**src/rtl/mem_xfer_arbiter.sv**
```systemverilog
// mem_xfer_arbiter: grants the single memory controller to the AXI or CSR
// transfer path, holds start until acked, tracks cs_n and spaces transfers.
// Ports: mem_clk/reset_n; axi_req/csr_req in, *_grant_ack pulses out;
// *_start_mem_xfer to controller with *_start_mem_xfer_ack back; cs_n and
// cs_gap in; arb_busy, grant_owner, xfer_timeout_err status out.
module mem_xfer_arbiter #(
  parameter int TO_WIDTH  = 10,
  parameter bit CSR_FIRST = 1'b1
) (
  input  logic       mem_clk,
  input  logic       reset_n,
  input  logic       axi_req,
  input  logic       csr_req,
  output logic       axi_grant_ack,
  output logic       csr_grant_ack,
  output logic       axi_start_mem_xfer,
  output logic       csr_start_mem_xfer,
  input  logic       axi_start_mem_xfer_ack,
  input  logic       csr_start_mem_xfer_ack,
  input  logic       cs_n,
  input  logic [4:0] cs_gap,
  output logic       arb_busy,
  output logic [1:0] grant_owner,
  output logic       xfer_timeout_err
);

  typedef enum logic [1:0] {
    IDLE,
    ISSUE,
    BUSY,
    GAP
  } state_t;

  localparam logic [1:0] OWN_NONE = 2'b00;
  localparam logic [1:0] OWN_AXI  = 2'b01;
  localparam logic [1:0] OWN_CSR  = 2'b10;

  state_t              state;
  logic [1:0]          last_grant;
  logic [TO_WIDTH-1:0] wd;
  logic [TO_WIDTH-1:0] wd_nxt;
  logic [4:0]          gap_cnt;
  logic                seen_low;
  logic                cs_n_q;
  logic                pick_csr;
  logic                start_ack;
  logic                cs_rise;

  assign wd_nxt  = wd + 1'b1;
  assign cs_rise = seen_low & ~cs_n_q & cs_n;

  // Only the ack belonging to the committed owner counts.
  assign start_ack = (grant_owner == OWN_CSR) ?
                     csr_start_mem_xfer_ack :
                     axi_start_mem_xfer_ack;

  // Round-robin on contention; fixed tie-break before any grant.
  always_comb begin
    pick_csr = csr_req;
    if (axi_req && csr_req) begin
      unique case (1'b1)
        (last_grant == OWN_AXI): pick_csr = 1'b1;
        (last_grant == OWN_CSR): pick_csr = 1'b0;
        default:                 pick_csr = CSR_FIRST;
      endcase
    end
  end

  always_ff @(posedge mem_clk or negedge reset_n) begin
    if (!reset_n) begin
      state              <= IDLE;
      axi_grant_ack      <= 1'b0;
      csr_grant_ack      <= 1'b0;
      axi_start_mem_xfer <= 1'b0;
      csr_start_mem_xfer <= 1'b0;
      arb_busy           <= 1'b0;
      grant_owner        <= OWN_NONE;
      xfer_timeout_err   <= 1'b0;
      last_grant         <= OWN_NONE;
      wd                 <= '0;
      gap_cnt            <= '0;
      seen_low           <= 1'b0;
      cs_n_q             <= 1'b1;
    end else begin
      axi_grant_ack    <= 1'b0;
      csr_grant_ack    <= 1'b0;
      xfer_timeout_err <= 1'b0;
      cs_n_q           <= cs_n;
      unique case (state)
        IDLE: begin
          if (axi_req || csr_req) begin
            state    <= ISSUE;
            arb_busy <= 1'b1;
            if (pick_csr) begin
              csr_start_mem_xfer <= 1'b1;
              grant_owner        <= OWN_CSR;
              last_grant         <= OWN_CSR;
            end else begin
              axi_start_mem_xfer <= 1'b1;
              grant_owner        <= OWN_AXI;
              last_grant         <= OWN_AXI;
            end
          end
        end
        ISSUE: begin
          if (start_ack) begin
            state              <= BUSY;
            axi_start_mem_xfer <= 1'b0;
            csr_start_mem_xfer <= 1'b0;
            axi_grant_ack      <= (grant_owner == OWN_AXI);
            csr_grant_ack      <= (grant_owner == OWN_CSR);
            wd                 <= '0;
            seen_low           <= 1'b0;
          end
        end
        BUSY: begin
          if (!cs_n) begin
            seen_low <= 1'b1;
          end
          if (cs_rise) begin
            state   <= GAP;
            gap_cnt <= cs_gap;
          end else if (!seen_low && cs_n) begin
            // Counts BUSY cycles with no chip-select activity yet.
            if (&wd_nxt) begin
              xfer_timeout_err <= 1'b1;
              state            <= GAP;
              gap_cnt          <= cs_gap;
            end else begin
              wd <= wd_nxt;
            end
          end
        end
        GAP: begin
          if (gap_cnt == 5'd0) begin
            state       <= IDLE;
            arb_busy    <= 1'b0;
            grant_owner <= OWN_NONE;
          end else begin
            gap_cnt <= gap_cnt - 5'd1;
          end
        end
        default: begin
          state <= IDLE;
        end
      endcase
    end
  end

endmodule

```
**config.mk**
```make
export PLATFORM = sky130hd
export DESIGN_NAME = mem_xfer_arbiter
export DESIGN_NICKNAME = d
export VERILOG_FILES = /design/src/rtl/mem_xfer_arbiter.sv
export SDC_FILE = /design/constraint.sdc
export NUM_CORES = 1
export LEC_CHECK = 0
export ABC_CLOCK_PERIOD_IN_PS = 4350
export BUFFER_PORTS_ARGS = -buffer_cell sky130_fd_sc_hd__buf_2
export CORE_ASPECT_RATIO = 0.5
export CORE_MARGIN = 4
export CORE_UTILIZATION = 55
export DETAILED_ROUTE_END_ITERATION = 10
export PLACE_DENSITY = 0.76
export SETUP_SLACK_MARGIN = 0.5
export SYNTH_ARGS = -nofsm -noshare
export SYNTH_HDL_FRONTEND = slang
export SYNTH_SLANG_ARGS = --single-unit
```
**constraint.sdc**
```tcl
create_clock -name mem_clk -period 4.35 [get_ports mem_clk]
set_clock_uncertainty 0.05 [all_clocks]
set_input_delay 0 -clock mem_clk [delete_from_list [all_inputs] [get_ports mem_clk]]
set_output_delay 0 -clock mem_clk [all_outputs]
set_load 0.02 [all_outputs]
```
==> reports/summary.txt <==
Total CTS buffers - 5
Post-synthesis cell type count - 48
Final worst slack - 1750 ps
Pre-CTS WS - 1810 ps
Setup crit end - wd[3]
Final Critical Period - 2600 ps
Nets - 247
DRT Pass-1 Iters - 4
Worst Path Required - 4490 ps
R2r startpoint - wd[1]
Grt met2 use - 33.3%
Max Freq - 384 MHz
Post-Place Cell Area - 1880 um^2
GPL Wtd Cong - 0.885
Flop2flop setup slack - 1750 ps
Crit path cell chain - ha_1 > and2_1 > nand4_1 > a32oi_1 > a21o_1 > nand2_1 > a31oi_1
Largest net degree at the start of global routing - 30
CP Launch Type - register
Met1 GRT Util - 24.7%
Type of the tightest min-delay check - in -> reg
Setup_tns - 0 ps
Post-cts sizing count - 0
Postcts setup bufs - 0
Pwr/cell area - 583 nW/um^2
LEAKAGE - 0.939 nW
Vias in the first global route - 1,378
Maxcap violations - 0
CTS tree - done
Status - finished clean
Crit path kind - reg -> reg
Critical Path Start - wd[1]
Crit share post-route - 59.8%
Global route total overflow - 0
Async SR Flop Fraction - 100%
Post-DRT Antenna Nets - 0
Hold Buf Count CTS - 9
Initial antenna violation count - 0
Wire length per cell - 14.1 um
Die height - 48.2 um
Slowest stage cell, crit path - dfrtp_1
Worst vdd ir - 0.426 mV
Final setup fails - 0
Layout area overhead - 16.3%
Via count - 1,574
Worst r2r path cells - 7
Reg2Reg Capture Point - wd[3]
Synthesis Warnings - 0
Core Box Area - 3050 um^2
Synth Flop Type - dfrtp_1
Share of layout cells above drive strength 1 - 14.0%
Post-Synthesis Cells - 200
Met3 Resource Use GR - 6.07%
Gr usage total - 19.2%
Root Driver - clkbuf_8
EDFF count, synth - 0
RSZ-0062 raised after global routing - no
DIE AREA - 4260 um^2
Non-filler cells, final - 268
Crit path DAT - 2750 ps
Die Wd - 88.4 um
Design area - 2070 um^2
Hold path depth - 3
Core Rows - 14
Clock buffer depth - 2
Placed Instances - 251
Hold wc startpoint - cs_gap[3]
Layout Utilization - 67.9%
Io pins - 20
Syn Nets - 220
Ant diodes - 0
Max-slew violation count - 0
DRT iter0 DRCs - 73
Worst-path clk slew - 60 ps
Dpl hpwl - 2.70 mm
Initial Utilization - 58.4%
First-pass GRT wire length - 6.15 mm
Largest stage delay, worst path - 480 ps
Worst setup EP type - register
Register bit count reported by yosys - 29
CTS Sinks - 29
GR peak layer - met2
Worst-Margin Slew - 645 ps
Cell taking the most area after synthesis - dfrtp_1
Worst skew pair latency - 280 ps
Avg Inst Size Synth - 8.90 um^2
Endpoints failing hold - 0
Max transition margin - 57.0%
Htree depth - 2
PortBufs - 19
Via/cell ratio - 5.87
Top cells by area, synth - dfrtp_1 (39%), ha_1 (5.6%), nand2_1 (4.9%)
Critical Path Fanout Max - 13
Detailed-route DRC error count - 0
WL final - 3.77 mm
Sequential element share of the synthesized area - 40.9%
Synth top area share - 39.4%
Mapped Area - 1780 um^2
-- layer usage --
| layer | share of wire, % | vias to the layer above |
|---|---|---|
| met5 | 0 | - |
| met4 | 0.61 | 0 |
| met3 | 5.1 | 4 |
| met2 | 45 | 32 |
| met1 | 49 | 743 |
| li1 | - | 795 |
-- cells in the mapped netlist (4+ instances only) --
cell type,number
dfrtp_1,28
nand2_1,23
a21oi_1,16
a31oi_1,13
inv_1,13
o21ai_0,13
ha_1,8
nor2_1,7
o211ai_1,6
and3_1,5
clkbuf_1,4
mux2i_1,4
nand3_1,4
nor2b_1,4
nor3_1,4
-- cells by family (layout without fill, tap and decap cells) --
kind of cell | count (synthesis) | in the layout | synth area share (%)
AOI/OAI and AO/OA | 71 | 71 | 25.5
and+or+nand+nor | 66 | 66 | 19.8
DFF | 29 | 29 | 40.9
buffers and inverters | 21 | 49 | 5.34
adders and majority gates | 8 | 8 | 5.63
muxes | 5 | 5 | 2.88
-- power breakdown --
part / total [mW] / internal, mW / switching (mW)
registers: 0.426 / 0.348 / 0.0776
logic: 0.538 / 0.215 / 0.323
clock network: 0.243 / 0.143 / 0.101
total: 1.21 / 0.706 / 0.501
-- state kept, by name, summed over array words and instances (netlist names) --
| register | count |
|---|---|
| arb_busy | 1 |
| axi_grant_ack | 1 |
| axi_start_mem_xfer | 1 |
| cs_n_q | 1 |
| csr_grant_ack | 1 |
| csr_start_mem_xfer | 1 |
| gap_cnt | 5 |
| grant_owner | 2 |
| last_grant | 2 |
| seen_low | 1 |
| state | 2 |
| wd | 10 |
| xfer_timeout_err | 1 |
-- how the worst min path moves through the flow --
stage                         end  slack, ps
2_1_floorplan            arb_busy       -350
3_3_place_gp   csr_start_mem_xfer         10
3_5_place_dp        axi_grant_ack         20
4_1_cts                gap_cnt[3]          6
5_1_grt                gap_cnt[3]         20
6_report               gap_cnt[3]          7
-- final cells by class --
| cell class | count | area [um^2] |
|---|---|---|
| clock inverters | 1 | 5.00 |
| inverters | 13 | 48.8 |
| repair buffers | 28 | 185 |
| flip-flops and latches | 29 | 727 |
| clock buffers | 7 | 96.3 |
| fillers | 246 | 978 |
| multi-input cells | 150 | 957 |
| well taps | 40 | 50.0 |
-- per-stage QoR --
step | hold slack, ps | power (mW)
floorplan | -346 | 0.828
global placement | 12.1 | 0.945
detailed placement | 16.1 | 0.958
CTS | 6.11 | 1.21
global route | 15.1 | 1.31
finish | 7.05 | 1.21
-- placed cells by master, fill, tap and decap left out, drive strengths merged, types with 2 or more instances in the layout --
cell type and instances:
dfrtp 28, and3 5, a21oi 16, o21ai 17, and2 3, a21o 2
and4 2, a21boi 2, a22o 3, nor2 7, buf 19, a31oi 13
nand2 23, dlygate4sd3 9, clkbuf 7, o211ai 6, nand3b 3, and3b 2
o22ai 2, inv 13, mux2i 4, nor3 4, nand3 4, nand4 3
nor2b 4, o31ai 2, ha 8
-- critical path: cells and delay by family (launching register included) --
family	cells	cell delay (ps)
AO/OA/AOI/OAI	3	920
AND/OR/NAND/NOR	3	790
flip-flops	1	480
adder cells (fa/ha/maj)	1	270
Power figures use the tool's default switching activity.
